## config.mk

```make
export PLATFORM = sky130hd
export DESIGN_NAME = glitch_sweep_ctrl
export DESIGN_NICKNAME = d
export VERILOG_FILES = /design/src/rtl/glitch_sweep_ctrl.sv
export SDC_FILE = /design/constraint.sdc
export NUM_CORES = 1
export LEC_CHECK = 0
export CELL_PAD_IN_SITES_DETAIL_PLACEMENT = 0
export CELL_PAD_IN_SITES_GLOBAL_PLACEMENT = 1
export CORE_UTILIZATION = 40
export CTS_CLUSTER_DIAMETER = 200
export DETAILED_ROUTE_END_ITERATION = 12
export GPL_ROUTABILITY_DRIVEN = 0
export PLACE_DENSITY = 0.86
export SLEW_MARGIN = 0
export SYNTH_ARGS = -nofsm -noshare
export SYNTH_HDL_FRONTEND = slang
export SYNTH_SLANG_ARGS = --single-unit
export TNS_END_PERCENT = 10
```

## constraint.sdc

```tcl
create_clock -name clk -period 6.65 [get_ports clk]
set_clock_uncertainty 0.05 [all_clocks]
set_input_delay 0.9975 -clock clk [delete_from_list [all_inputs] [get_ports clk]]
set_output_delay 0.9975 -clock clk [all_outputs]
set_load 0.02 [all_outputs]
```

## src/rtl/glitch_sweep_ctrl.sv

```systemverilog
// Glitch parameter sweep sequencer: walks a (delay, width) grid, arms the glitch
// engine once per attempt, waits for it to finish, settles, then samples the target fault flag.
module glitch_sweep_ctrl #(
    parameter int DW         = 32,
    parameter int WW         = 16,
    parameter int RW         = 8,
    parameter int SETTLE_CYC = 16
) (
    input  logic          clk,
    input  logic          rst_n,
    input  logic          start,
    input  logic          abort,
    input  logic [DW-1:0] delay_min,
    input  logic [DW-1:0] delay_max,
    input  logic [DW-1:0] delay_step,
    input  logic [WW-1:0] width_min,
    input  logic [WW-1:0] width_max,
    input  logic [WW-1:0] width_step,
    input  logic [RW-1:0] repeats,
    output logic          gen_arm,
    output logic [DW-1:0] gen_delay,
    output logic [WW-1:0] gen_width,
    input  logic          gen_done,
    input  logic          tgt_fault,
    output logic          busy,
    output logic          sweep_done,
    output logic          hit,
    output logic [DW-1:0] hit_delay,
    output logic [WW-1:0] hit_width,
    output logic [31:0]   attempts,
    output logic [2:0]    state_dbg
);

    typedef enum logic [2:0] {
        IDLE   = 3'd0,
        ARM    = 3'd1,
        WAIT   = 3'd2,
        SETTLE = 3'd3,
        CHECK  = 3'd4,
        STEP   = 3'd5,
        FINISH = 3'd6
    } state_t;

    localparam int SW = (SETTLE_CYC > 1) ? $clog2(SETTLE_CYC) : 1;

    state_t        state;
    logic [DW-1:0] cur_delay, dmax_q, dstep_q;
    logic [WW-1:0] cur_width, wmin_q, wmax_q, wstep_q;
    logic [RW-1:0] reps_q, rep;
    logic [SW-1:0] settle_cnt;

    assign state_dbg = state;

    // Advance arithmetic is one bit wider than the field so a step past the top never wraps.
    logic [WW:0] next_w;
    logic [DW:0] next_d;
    logic [RW:0] rep_lim;
    logic        w_ok, d_ok, rep_more;

    assign next_w   = {1'b0, cur_width} + {1'b0, wstep_q};
    assign next_d   = {1'b0, cur_delay} + {1'b0, dstep_q};
    assign w_ok     = (wstep_q != '0) && (next_w <= {1'b0, wmax_q});
    assign d_ok     = (dstep_q != '0) && (next_d <= {1'b0, dmax_q});
    assign rep_lim  = (reps_q == '0) ? {{RW{1'b0}}, 1'b1} : {1'b0, reps_q};
    assign rep_more = ({1'b0, rep} + {{RW{1'b0}}, 1'b1}) < rep_lim;

    always_ff @(posedge clk or negedge rst_n) begin
        if (!rst_n) begin
            state      <= IDLE;
            busy       <= 1'b0;
            gen_arm    <= 1'b0;
            sweep_done <= 1'b0;
            hit        <= 1'b0;
            gen_delay  <= '0;
            gen_width  <= '0;
            hit_delay  <= '0;
            hit_width  <= '0;
            attempts   <= '0;
            cur_delay  <= '0;
            cur_width  <= '0;
            dmax_q     <= '0;
            dstep_q    <= '0;
            wmin_q     <= '0;
            wmax_q     <= '0;
            wstep_q    <= '0;
            reps_q     <= '0;
            rep        <= '0;
            settle_cnt <= '0;
        end else begin
            gen_arm    <= 1'b0;
            hit        <= 1'b0;
            sweep_done <= 1'b0;
            if (abort && state != IDLE) begin
                state <= IDLE;
                busy  <= 1'b0;
            end else begin
                case (state)
                    IDLE: if (start) begin
                        dmax_q    <= delay_max;
                        dstep_q   <= delay_step;
                        wmin_q    <= width_min;
                        wmax_q    <= width_max;
                        wstep_q   <= width_step;
                        reps_q    <= repeats;
                        cur_delay <= delay_min;
                        cur_width <= width_min;
                        rep       <= '0;
                        attempts  <= '0;
                        busy      <= 1'b1;
                        gen_arm   <= 1'b1;
                        gen_delay <= delay_min;
                        gen_width <= width_min;
                        state     <= ARM;
                    end
                    ARM: state <= WAIT;
                    WAIT: if (gen_done) begin
                        if (attempts != '1) attempts <= attempts + 32'd1;
                        settle_cnt <= '0;
                        state      <= SETTLE;
                    end
                    SETTLE: begin
                        if (settle_cnt == SW'(SETTLE_CYC - 1)) state <= CHECK;
                        else settle_cnt <= settle_cnt + SW'(1);
                    end
                    CHECK: begin
                        if (tgt_fault) begin
                            hit       <= 1'b1;
                            hit_delay <= cur_delay;
                            hit_width <= cur_width;
                        end
                        state <= STEP;
                    end
                    STEP: begin
                        if (rep_more) begin
                            rep     <= rep + RW'(1);
                            gen_arm <= 1'b1;
                            state   <= ARM;
                        end else begin
                            rep <= '0;
                            if (w_ok) begin
                                cur_width <= next_w[WW-1:0];
                                gen_arm   <= 1'b1;
                                gen_width <= next_w[WW-1:0];
                                state     <= ARM;
                            end else begin
                                cur_width <= wmin_q;
                                if (d_ok) begin
                                    cur_delay <= next_d[DW-1:0];
                                    gen_arm   <= 1'b1;
                                    gen_delay <= next_d[DW-1:0];
                                    gen_width <= wmin_q;
                                    state     <= ARM;
                                end else begin
                                    sweep_done <= 1'b1;
                                    state      <= FINISH;
                                end
                            end
                        end
                    end
                    FINISH: begin
                        busy  <= 1'b0;
                        state <= IDLE;
                    end
                    default: state <= IDLE;
                endcase
            end
        end
    end

endmodule

```

### Word level (Yosys, flattened, before mapping)

Index checks and enable logic that the tools add are counted.

* register bits after elaboration: 283
* bits of input ports: 158
* output and inout port bits: 135

* $add $sub $neg: 6
* order comparisons: 3
* eq/ne operators: 19
* muxes and demuxes: 49
* bitwise logic cells: 1
* reductions and logical operators: 22

Operators by type and width (number)
* 32-bit two-way mux: 7
* 32-bit case mux with 2 select lines: 2
* 16-bit two-way mux: 6
* 16-bit case mux with 2 select lines: 2
* 32-bit by 32-bit adder with 33-bit output: 1
* 33-bit by 32-bit <= comparator with 1-bit output: 1
* 32-bit by 1-bit adder with 32-bit output (second input constant): 1
* 32-bit inequality test (second input constant): 1
* 32-bit nonzero test: 1
* 8-bit two-way mux: 3
* 3-bit two-way mux: 7
* 3-bit case mux with 6 select lines: 1
* 16-bit by 16-bit adder with 17-bit output: 1
* 17-bit by 16-bit <= comparator with 1-bit output: 1
* 8-bit case mux with 2 select lines: 1
* 16-bit nonzero test: 1
* 1-bit two-way mux: 15
* 2-bit inequality test (second input constant): 7
* 3-bit inequality test (second input constant): 4
* 3-bit AND reduction: 4
* 5-bit AND reduction: 2
* 8-bit by 1-bit adder with 9-bit output (second input constant): 1
* 3-bit == test (second input constant): 3
* 9-bit by 8-bit less-than comparator with 1-bit output: 1
* other kinds (17): 26

### Depth between registers and ports, before layout

* depth after elaboration: 8
* mapped depth: 22

### Worst setup path after synthesis

OpenSTA, ideal clock, no wires.

* kind: register to register
* start point: reg cur_delay[0]
* end point: reg gen_width[12]
* arrival time: 4690 ps
* data required time: 6465 ps
* slack: 1774 ps
* stages on the path, launching flop included: 23
* path buffers: 1
* clock period less this slack: 4876 ps
* path through: dfrtp_1 ha_1 inv_1 fa_1 nor2b_4 o31ai_2 a21oi_2 a311oi_4 o21ai_0 a31oi_1 nor3b_1 xnor2_1 ha_1 a21o_1 a211o_1 a221oi_1 o21ai_1 a21o_1 a21boi_4 a21oi_4 nor3_4 buf_6 a221oi_1

* cells in the longest elaborated chain, start to end: 5

RTL lines
* start: declaration: line 47 `logic [DW-1:0] cur_delay, dmax_q, dstep_q;`
* start signal: assignment: line 105 `cur_delay <= delay_min;`
* start signal: assignment: line 148 `cur_delay <= next_d[DW-1:0];`
* 32-bit by 32-bit adder with 33-bit output: line 61 `assign next_d = {1'b0, cur_delay} + {1'b0, dstep_q};`
* 33-bit by 32-bit <= comparator with 1-bit output: line 63 `assign d_ok = (dstep_q != '0) && (next_d <= {1'b0, dmax_q});`
* 1-bit logical AND: line 63
* 3-bit inequality test (no source line)
* 5-bit AND reduction (no source line)
* end signal: assignment: line 112 `gen_width <= width_min;`
* end signal: assignment: line 143 `gen_width <= next_w[WW-1:0];`
* end signal: assignment: line 151 `gen_width <= wmin_q;`
* end: declaration: line 22 `output logic [WW-1:0] gen_width,`

No other way between the ends.
A chain may end at the register's enable or synchronous reset.

### Final worst setup path

* start point: reg cur_delay[0]
* end point: reg cur_delay[12]

* cells in the longest elaborated chain, start to end: 5
* elaborated cells on any way between the ends: 9

RTL lines (line)
* 32-bit by 32-bit adder with 33-bit output *: 61
* 33-bit by 32-bit <= comparator with 1-bit output / 32-bit two-way mux (equally long branches): 63, 147
* 1-bit logical AND / 32-bit two-way mux (equally long branches): 63, 140
* 2-bit inequality test (no source line) / 32-bit two-way mux (equally long branches)
* 6-bit AND reduction (no source line) / 32-bit case mux with 2 select lines (equally long branches)

Every way passes the cells marked *; elsewhere a longest branch is shown, timed or not. The select of a mux whose other input is x is not followed.

==> metrics.cfg <==
[critical_path]
r2r_setup_slack_ns=0.81
critical_path_class=reg -> reg
worstPathRequired_ns=7.05
startpoint_type=flop
reg2regPathDepth=21
cp_max_fo=16
r2r-start=cur_delay[0]
critPathArrivalTime_ns=6.24
worstReg2RegEnd=cur_delay[12]
endpoint_kind=flop

[sta]
hold_slack_ns=0.420
maxSlewHeadroom=0.267
tns_ns=0
worstMarginPinSlew_ns=1.10
rsz0062_at_grt=no
setup_viol=0
timing.final.ws_setup_ns=0.813
fin_crit_sh=0.878
fmax_ghz=0.171
hold_violations=0
drv_slew=0
min_period_ns=5.84

[drt]
vias=14000
dr.pass1.iters=5
drt_wl_total_mm=49.3
viasPerCell=5.38
wl_per_cell_um=19.0
drtAntennaViolNets=0
drc=0
drt_iter0_drc=869

[clock_tree]
cts_sinks=283
cts_tree=yes
cts_buffers=35
htree_levels=2
clk_transition_reported_paths_ns=0.06
cts_resized=0
ctsHoldBuffers=0
postCtsSetupRepairBufs=0
cts_buffer_depth=3
root_buffer=clkbuf_16
clk_latency_ns=0.53

[power]
power.density_mw_per_mm2=573
peakVddDrop_uv=416
leakagePower_nw=9.65
power_switching_mw=5.37
p_comb_frac=0.581
p_int_mw=6.32
p_sw_frac=0.459
pwr-share-clk=0.166
power_mw=11.7
pwr-share-seq=0.253

[final_layout]
final_nets=2321
layout-drive-gt1-share=0.0548
n_antenna_cell=0
syn2layout_area_growth_pct=28.7
fin_cells=2597

[logic_synthesis]
synthFlopType=dfrtp_1
synth_area_leaders=dfrtp_1 (45%), nand2_1 (11%), ha_1 (8.4%), o21ai_0 (4.2%), a21oi_1 (2.7%)
yosys.area.top_type=dfrtp_1
synth_top_area_frac=0.447
yosysSeqAreaShare=0.447
synthDistinctLibCells=81
avgSynthCellArea_um2=8.87
synth.cell_area_mm2=0.0159
synth_edf_count=0
synth_cells=1788
ys_ff_latch=283
ys_async_sr_fraction=1.00
ys.warnings.count=0
syn-num-nets=2054

[worst_hold_path]
worstHoldEndpoint=wmin_q[4]
hold_depth=2
holdCritStartpoint=wmin_q[4]
hold_path_class=reg -> reg

[die]
io_pins=293
die_w_um=201
dieHeight_um=201
die-area_mm2=0.0404
row_count=72
core-area_mm2=0.0388
start_util=0.408

[flow_run]
maxCapViolCount=0

[status]
status=complete, no violations

[placement]
port_buffers=292
dp.cells=2536
place_ws_ns=0.897
hpwl_mm=35.4

[global_route]
grt_pass1_vias=14200
met2_usage=0.379
antenna_found_initial=1
grt_pass1_wl_mm=78.8
grt_use_met1=0.347
top_usage_layer=met2
use_met3=0.0406
grt_max_degree=152
grt.total_usage=0.246
grt_remaining_overflow=0

==> power groups by stage <==
stage | Sequential, mW | Combinational [mW] | Clock (mW)
2_1_floorplan | 3.04 | 4.52 | 0
3_3_place_gp | 2.96 | 6.56 | 0
3_5_place_dp | 2.97 | 6.72 | 0
4_1_cts | 2.95 | 6.77 | 1.98
5_1_grt | 3.04 | 7.55 | 2.05
6_report | 2.96 | 6.79 | 1.94
==> layout make-up <==
class,instances,area [um2]
fill,3633,18400
timing repair buffer,303,3020
sequential,283,7080
inverter,106,398
multi-input combinational,1326,8080
tap,518,648
clock inverter,9,81.3
clock buffer,52,1090
==> Yosys cell counts, types with 18 or more instances <==
library cell / instances
a21o_1: 32
a21oi_1: 86
a221o_1: 21
and3_1: 30
clkbuf_1: 55
dfrtp_1: 283
ha_1: 106
inv_1: 105
mux2i_1: 21
nand2_1: 458
nand3_1: 48
nand4_1: 20
nor2_1: 91
nor3_1: 18
nor4_1: 18
o21ai_0: 132
xnor2_1: 37
xor2_1: 31
==> sequential cells by signal (all words and copies together), names as in the netlist, 32 cells and up <==
signal and cells:
attempts 32, cur_delay 32, dmax_q 32, dstep_q 32, hit_delay 32
==> through the flow <==
step,utilization,cell area (um2)
after floorplan,-,15900
after global placement,0.495,19200
after detailed placement,0.495,19200
after CTS,0.526,20400
after global routing,0.526,20400
final,0.526,20400
==> routing by layer <==
layer / wire [um] / vias to the layer above
met5: 0 / -
met1: 22700 / 6703
met3: 3240 / 95
met2: 21600 / 463
met4: 1740 / 0
li1: - / 6704
==> critical path: stages, from the launching register on <==
cell and delay, ns:
dfrtp_1 0.41, ha_1 0.24, inv_1 0.08, fa_1 0.26, nor2b_4 0.06, o31ai_2 0.22
a21oi_2 0.14, a311oi_4 0.52, o21ai_0 0.28, a31oi_1 0.40, nor3b_1 0.28, xnor2_1 0.16
ha_1 0.27, a21o_1 0.16, a211o_1 0.29, a221oi_1 0.21, o21ai_1 0.11, a21o_1 0.19
a21boi_4 0.27, a31oi_4 0.12, nor2_2 0.76, a221o_1 0.28
==> cell usage in the layout, fill, tap and decap left out, types with 5 or more instances in the layout <==
cell               n
a211oi_1          11
xor2_1            31
nor4_1            18
a21o_1            32
nand4_1           20
ha_1             106
dfrtp_1          283
a221oi_1           9
nor2_1            90
nand2b_1           9
clkdlybuf4s50_1  291
nor2b_1            8
o21bai_1           8
clkbuf_16         37
nor3_1            17
xnor2_1           37
mux2_2             5
clkbuf_8          11
clkinv_2           5
a21oi_1           86
buf_4             10
and3_1            30
or2_2              5
inv_1            105
o21a_1             8
or3_1             10
nand3_1           48
nand2_1          457
a221oi_2           9
mux2i_1           21
a221o_1           21
a22oi_1            7
and4_1            10
o21ai_0          132
a31oi_1            6
==> kinds of logic (layout without fill, tap and decap cells) <==
family / Yosys count / after routing / synth area share
xor gates and xnor gates: 68 / 68 / 0.0376
buffers and inverters: 179 / 470 / 0.0445
DFF: 283 / 283 / 0.447
and+or+nand+nor: 741 / 741 / 0.205
AOI/OAI and AO/OA: 383 / 383 / 0.164
muxes: 26 / 26 / 0.0168
adders and majority gates: 108 / 108 / 0.0862
==> worst max path at each step <==
stage	startpoint	endpoint	slack (ns)	cells past startpoint
after global placement	cur_delay[0]	cur_delay[10]	1.04	21
after detailed placement	cur_delay[0]	gen_width[11]	0.90	21
after floorplan	cur_delay[0]	gen_width[12]	1.77	22
after CTS	cur_delay[0]	gen_width[15]	0.89	21
after global routing	cur_delay[0]	gen_width[15]	0.44	21
final	cur_delay[0]	cur_delay[12]	0.81	21
Power figures use the tool's default switching activity.
